--- config.mk ---
export PLATFORM = sky130hd
export DESIGN_NAME = ucode_sequencer
export DESIGN_NICKNAME = d
export VERILOG_FILES = /design/src/rtl/ucode_sequencer.sv
export SDC_FILE = /design/constraint.sdc
export NUM_CORES = 1
export LEC_CHECK = 0
export BUFFER_PORTS_ARGS = -buffer_cell sky130_fd_sc_hd__buf_4
export CORE_ASPECT_RATIO = 0.7
export CORE_MARGIN = 2
export CORE_UTILIZATION = 40
export CTS_CLUSTER_DIAMETER = 100
export CTS_CLUSTER_SIZE = 28
export DETAILED_ROUTE_END_ITERATION = 8
export PLACE_DENSITY_LB_ADDON = 0.2
export SLEW_MARGIN = 20
export SYNTH_ARGS = -nofsm -noshare
export SYNTH_HDL_FRONTEND = slang
export SYNTH_SLANG_ARGS = --single-unit
--- constraint.sdc ---
create_clock -name clk -period 3.37 [get_ports clk]
set_clock_uncertainty 0.2 [all_clocks]
set_input_delay 0 -clock clk [delete_from_list [all_inputs] [get_ports clk]]
set_output_delay 0 -clock clk [all_outputs]
set_load 0.03 [all_outputs]
--- src/rtl/ucode_sequencer.sv ---
// ucode_sequencer
//
// Multi-cycle instruction sequencer for the cpuy core. Fetches the two-byte
// instruction (opcode, w) from a synchronous program ROM, presents the latched
// bytes to the ucode decoder, then sequences execute, RAM/stack access and
// write-back from the decoder's control outputs. Owns the program counter and
// the stack pointer.
//
// Ports:
//   clk, rst_n           clock, asynchronous active-low reset
//   run_en               sequencing enable, looked at only in FETCH
//   rom_addr / rom_data  program ROM interface (data valid one cycle later)
//   opcode, w            latched instruction bytes to the decoder
//   alu_operation .. stack_direction   decoder control inputs
//   mem_req/mem_we/mem_addr/mem_ack    RAM handshake (level req, pulse ack)
//   alu_start, wb_en     one-cycle strobes
//   sp                   stack entry count (0 .. 2^SP_WIDTH)
//   stack_fault          sticky overflow/underflow flag
//   state                current FSM state, for debug
//
// State | meaning
// FETCH | instruction boundary, ROM addressed at pc, wait for run_en
// OPC   | opcode byte arriving, ROM addressed at pc+1
// OPW   | operand byte arriving, pc advanced by 2
// EXEC  | decoder outputs sampled, branch/ALU/access decision
// MEM   | RAM request held until mem_ack
// WB    | write-back strobe
// HALT  | stack fault, left only by reset

module ucode_sequencer #(
    parameter int         PC_WIDTH   = 8,
    parameter int         SP_WIDTH   = 4,
    parameter logic [7:0] STACK_BASE = 8'hF0
) (
    input  logic                clk,
    input  logic                rst_n,
    input  logic                run_en,
    output logic [PC_WIDTH-1:0] rom_addr,
    input  logic [7:0]          rom_data,
    output logic [7:0]          opcode,
    output logic [7:0]          w,
    input  logic                alu_operation,
    input  logic                jump_operation,
    input  logic                jump_condition,
    input  logic                ram_operand,
    input  logic                destination_memory,
    input  logic                stack_operation,
    input  logic                stack_direction,
    output logic                mem_req,
    output logic                mem_we,
    output logic [7:0]          mem_addr,
    input  logic                mem_ack,
    output logic                alu_start,
    output logic                wb_en,
    output logic [SP_WIDTH:0]   sp,
    output logic                stack_fault,
    output logic [2:0]          state
);

    localparam logic [2:0] S_FETCH = 3'd0;
    localparam logic [2:0] S_OPC   = 3'd1;
    localparam logic [2:0] S_OPW   = 3'd2;
    localparam logic [2:0] S_EXEC  = 3'd3;
    localparam logic [2:0] S_MEM   = 3'd4;
    localparam logic [2:0] S_WB    = 3'd5;
    localparam logic [2:0] S_HALT  = 3'd6;

    localparam logic [SP_WIDTH:0] SP_FULL = {1'b1, {SP_WIDTH{1'b0}}};

    logic [2:0]          state_q, state_d;
    logic [PC_WIDTH-1:0] pc_q;
    logic [SP_WIDTH:0]   sp_q;
    logic [7:0]          opcode_q, w_q, mem_addr_q;
    logic                mem_we_q;
    logic                push_q, pop_q, jump_q;
    logic                fault_q;

    logic                stack_err;
    logic [7:0]          sp_byte;
    logic [7:0]          exec_addr;
    logic                exec_we;
    logic [PC_WIDTH-1:0] jump_target;

    assign sp_byte     = 8'(sp_q);
    assign jump_target = PC_WIDTH'(w_q);

    // Push into a full stack or pop from an empty one.
    always_comb begin
        stack_err = 1'b0;
        if (stack_operation) begin
            stack_err = stack_direction ? (sp_q == SP_FULL) : (sp_q == '0);
        end
    end

    // RAM address/direction for the access decided in EXEC. Stack accesses
    // take precedence over a RAM operand, matching the EXEC branch priority.
    always_comb begin
        exec_addr = w_q;
        exec_we   = destination_memory;
        if (stack_operation) begin
            exec_we   = stack_direction;
            exec_addr = stack_direction ? (STACK_BASE + sp_byte)
                                        : (STACK_BASE + sp_byte - 8'd1);
        end
    end

    // ---------------------------------------------------------------- state
    always_ff @(posedge clk or negedge rst_n) begin
        if (!rst_n) begin
            state_q <= S_FETCH;
        end else begin
            state_q <= state_d;
        end
    end

    // ----------------------------------------------------------- next state
    always_comb begin
        state_d = state_q;
        case (state_q)
            S_FETCH: if (run_en) state_d = S_OPC;
            S_OPC:   state_d = S_OPW;
            S_OPW:   state_d = S_EXEC;
            S_EXEC: begin
                if (stack_operation) begin
                    state_d = stack_err ? S_HALT : S_MEM;
                end else if (ram_operand) begin
                    state_d = S_MEM;
                end else if (jump_operation) begin
                    state_d = S_FETCH;
                end else begin
                    state_d = S_WB;
                end
            end
            S_MEM:   if (mem_ack) state_d = S_WB;
            S_WB:    state_d = S_FETCH;
            S_HALT:  state_d = S_HALT;
            default: state_d = S_FETCH;
        endcase
    end

    // -------------------------------------------------------------- outputs
    always_comb begin
        rom_addr  = pc_q;
        mem_req   = 1'b0;
        mem_we    = 1'b0;
        alu_start = 1'b0;
        wb_en     = 1'b0;
        case (state_q)
            S_OPC:  rom_addr  = pc_q + PC_WIDTH'(1);
            S_EXEC: alu_start = alu_operation;
            S_MEM: begin
                mem_req = 1'b1;
                mem_we  = mem_we_q;
            end
            S_WB:   wb_en = 1'b1;
            default: ;
        endcase
    end

    // ------------------------------------------------------------ datapath
    // The access kind and jump decision are captured in EXEC so the MEM
    // phase does not depend on the decoder staying stable.
    always_ff @(posedge clk or negedge rst_n) begin
        if (!rst_n) begin
            pc_q       <= '0;
            sp_q       <= '0;
            opcode_q   <= '0;
            w_q        <= '0;
            mem_addr_q <= '0;
            mem_we_q   <= 1'b0;
            push_q     <= 1'b0;
            pop_q      <= 1'b0;
            jump_q     <= 1'b0;
            fault_q    <= 1'b0;
        end else begin
            case (state_q)
                S_OPC: opcode_q <= rom_data;
                S_OPW: begin
                    w_q  <= rom_data;
                    pc_q <= pc_q + PC_WIDTH'(2);
                end
                S_EXEC: begin
                    if (stack_err) fault_q <= 1'b1;
                    mem_addr_q <= exec_addr;
                    mem_we_q   <= exec_we;
                    push_q     <= stack_operation & stack_direction;
                    pop_q      <= stack_operation & ~stack_direction;
                    jump_q     <= jump_operation & jump_condition;
                    if (!stack_operation && !ram_operand &&
                        jump_operation && jump_condition) begin
                        pc_q <= jump_target;
                    end
                end
                S_MEM: begin
                    if (mem_ack) begin
                        if (push_q) sp_q <= sp_q + 1'b1;
                        if (pop_q)  sp_q <= sp_q - 1'b1;
                        if (jump_q) pc_q <= jump_target;
                    end
                end
                default: ;
            endcase
        end
    end

    assign opcode      = opcode_q;
    assign w           = w_q;
    assign mem_addr    = mem_addr_q;
    assign sp          = sp_q;
    assign stack_fault = fault_q;
    assign state       = state_q;

endmodule

==> key figures <==
Flow run
  – Max Cap Violations: 0

Critical path
  – Critical path fanouts, max: 6
  – Setup crit end: mem_addr[4]
  – CP Data Required Time: 3.34 ns
  – CP startpoint kind: register
  – Crit-path max cell delay: 0.62 ns
  – CP Capture Type: register
  – R2R Setup Slk: 1.26 ns
  – Setup crit start: sp[0]
  – R2R Path Start: sp[0]
  – CP Cell Sequence: inv_1 > ha_1 > or4b_2 > xor2_1 > mux2i_1 > o21ai_0
  – Slowest cell on the critical path: or4b_2
  – Critical setup path kind: reg -> reg
  – Critical Path AT: 2.09 ns
  – Reg2Reg Depth: 6
  – RR Endpoint: mem_addr[4]

Timing
  – Setup TNS: 0 ns
  – Worst-Margin Slew: 0.770 ns
  – Setup violators final: 0
  – F_max: ~470 MHz
  – Fin crit period: 2.11 ns
  – Final Hold Fails: 0
  – RSZ-0062 raised after global routing: no
  – Final Max Slew Viols: 0
  – Hold WS: 0.0341 ns
  – Final period util: 62.7%
  – Slew HR: 48.5%

Route
  – Router iterations before antenna repair: 4
  – 1st-iter DRT viols: 70
  – Final ANT Viol Nets: 0
  – M1 WL: 3000 um
  – DR WL/cell: 15.1 um
  – Routed wl met2: 2500 um
  – Final wirelength: roughly 5900 um
  – Vias per cell: 5.04
  – DR top layer: met4
  – DR vias: 1982
  – # DRC: 0
  – Met3 Wirelength: approximately 380 um

Floorplan
  – Die height: 69.8 um
  – Initial core utilization: about 42%
  – Core area: 0.00584 mm^2
  – Core Rows: 23
  – Die ar.: 0.00685 mm^2
  – Die Width: slightly below 100 um
  – Num ports: 64

Final layout
  – Register area: 0.00113 mm^2
  – Area grow syn2layout: 31.9%
  – Layout net count: 344
  – Diode count: 0
  – Combined area of the multi-input logic cells: ~0.0012 mm^2
  – Filler cells: about 530
  – Finished Layout Cells: 393
  – Fin area: 0.00327 mm^2
  – Share of layout cells above drive strength 1: 30.2%

Clock tree
  – CTS Buf Count: 5
  – CTS sink count: 45
  – Root Driver: clkbuf_8
  – Worst skew pair latency: 0.30 ns
  – Reg clk slew, reported paths: 0.09 ns
  – CTS resizes: 0
  – H-tree depth: 2
  – CTS tree: built
  – Clock buffer depth: 2

Power and ir drop
  – Leak: 1.52 nW
  – PwrDens: approximately 1100 mW/mm^2
  – Maximum VDD drop: 0.000574 V

Yosys
  – Post-synth EDFFs: 0
  – Mapped cell area: 0.00248 mm^2
  – Post-synthesis async set-or-reset flop share: 100%
  – Ranking of synthesized cells by area: dfrtp_1, mux2_2, mux2i_1
  – Ys Warns: 0
  – Syn Inst Count: 240
  – Count leader, synth: dfrtp_1
  – Synthesized flop and latch total: 45
  – Commonest cells in the synthesized netlist: dfrtp_1, nand2_1, mux2_2
  – Yosys cell types: between 40 and 50
  – Sequential area share after synthesis: 45.5%
  – Synth area leader: dfrtp_1
  – Post-Syn Area per Cell: 10.3 um^2
  – Yosys top cell area share: 45.5%
  – Syn Nets: roughly 270
  – Synth Flop Type: dfrtp_1

Placement
  – Placer Congestion: 0.856
  – Post-DP HPWL: 4180 um
  – Placed Area: a little under 0.003 mm^2
  – DP Cell Count: 364
  – Buffers on Ports: 63

Global route
  – Vias in the first global route: just under 2000
  – Overflow after GRT: 0
  – Initial antenna violation count: 0
  – First-pass GRT wire length: 9980 um
  – GR Util All Layers: 18.2%
  – Pin count of the biggest net entering global routing: 46

Run status
  – Outcome: complete, no violations

Worst hold path
  – Hold Path Class: in -> async
==> cells in the final DEF, fill, tap and decap left out, types with 2 or more instances in the layout <==
master and n:
nand2_1 26, nand4_1 6, ha_1 7, dlygate4sd3_1 21
clkbuf_8 5, a21oi_1 6, nand3_1 9, a31oi_1 2
dfrtp_1 45, a21o_1 2, o21bai_1 2, clkbuf_1 2
o22ai_1 4, buf_4 65, nand2b_1 3, o2bb2a_1 3
xor2_1 7, o31ai_1 2, mux2_2 20, mux2i_1 10
nor4_1 2, o21ai_0 16, a22oi_1 7, nor2_1 12
inv_1 8, xnor2_1 9
==> final cells by class <==
cell class / count / share of cell area (%)
inverters: 8 / 0.919
multi-input cells: 171 / 37.8
repair buffers: 86 / 21.4
flip-flops and latches: 45 / 34.5
clock inverters: 1 / 0.230
well taps: 75 / 2.87
clock buffers: 7 / 2.34
==> worst max-delay path, delay by kind of cell (launching register included) <==
family	cells	cell delay (ns)
and+or+nand+nor	1	0.62
DFF	1	0.45
adders and majority gates	1	0.18
xor gates and xnor gates	1	0.16
buffers and inverters	1	0.15
muxes	1	0.13
AOI/OAI and AO/OA	1	0.08
==> logic make-up after synthesis <==
logic type | Yosys count | synth area share (%)
DFF | 45 | 45.5
adders and majority gates | 8 | 4.35
muxes | 30 | 13.1
buffers and inverters | 24 | 4.65
AOI/OAI and AO/OA | 46 | 11.7
and+or+nand+nor | 71 | 15.1
xor gates and xnor gates | 16 | 5.66
==> metrics by stage <==
stage	total power [mW]	worst slack, ns	utilization, %
2_1_floorplan	2.51	1.14	-
6_report	3.52	1.26	55.9
3_5_place_dp	3.17	1.29	50.9
4_1_cts	3.54	1.26	55.9
3_3_place_gp	3.15	1.32	50.9
5_1_grt	3.78	1.11	55.9
==> sequential cells by signal (all words and copies together), names as in the netlist <==
name         cells
jump_q           1
mem_addr         8
mem_we_q         1
opcode           8
pc_q             8
pop_q            1
push_q           1
sp               5
stack_fault      1
state            3
w                8
==> what timing repair did <==
action | 4_1_cts | 5_1_grt
hold buffers | 21 | 0
hold endpoints to repair | 79 | 0
setup buffers | 0 | 0
==> metal layers <==
layer / vias to the layer above / GRT usage [%]
li1: 997 / -
met5: - / 0
met2: 45 / 25.9
met4: 0 / 4.48
met1: 936 / 26.7
met3: 4 / 5.75
==> report_power, final <==
part / switching [mW] / internal (mW)
clock network: 0.178 / 0.147
logic: 1.16 / 0.888
registers: 0.342 / 0.809
==> how the worst min path moves through the flow <==
stage,from,cells after the start,endpoint
finish,rst_n,2,sp[1]
global route,mem_ack,3,state[0]
CTS,mem_ack,3,state[0]
detailed placement,rst_n,1,sp[1]
global placement,rst_n,1,sp[1]
floorplan,rst_n,0,jump_q
Note: power is estimated with default switching activity, not from simulation.
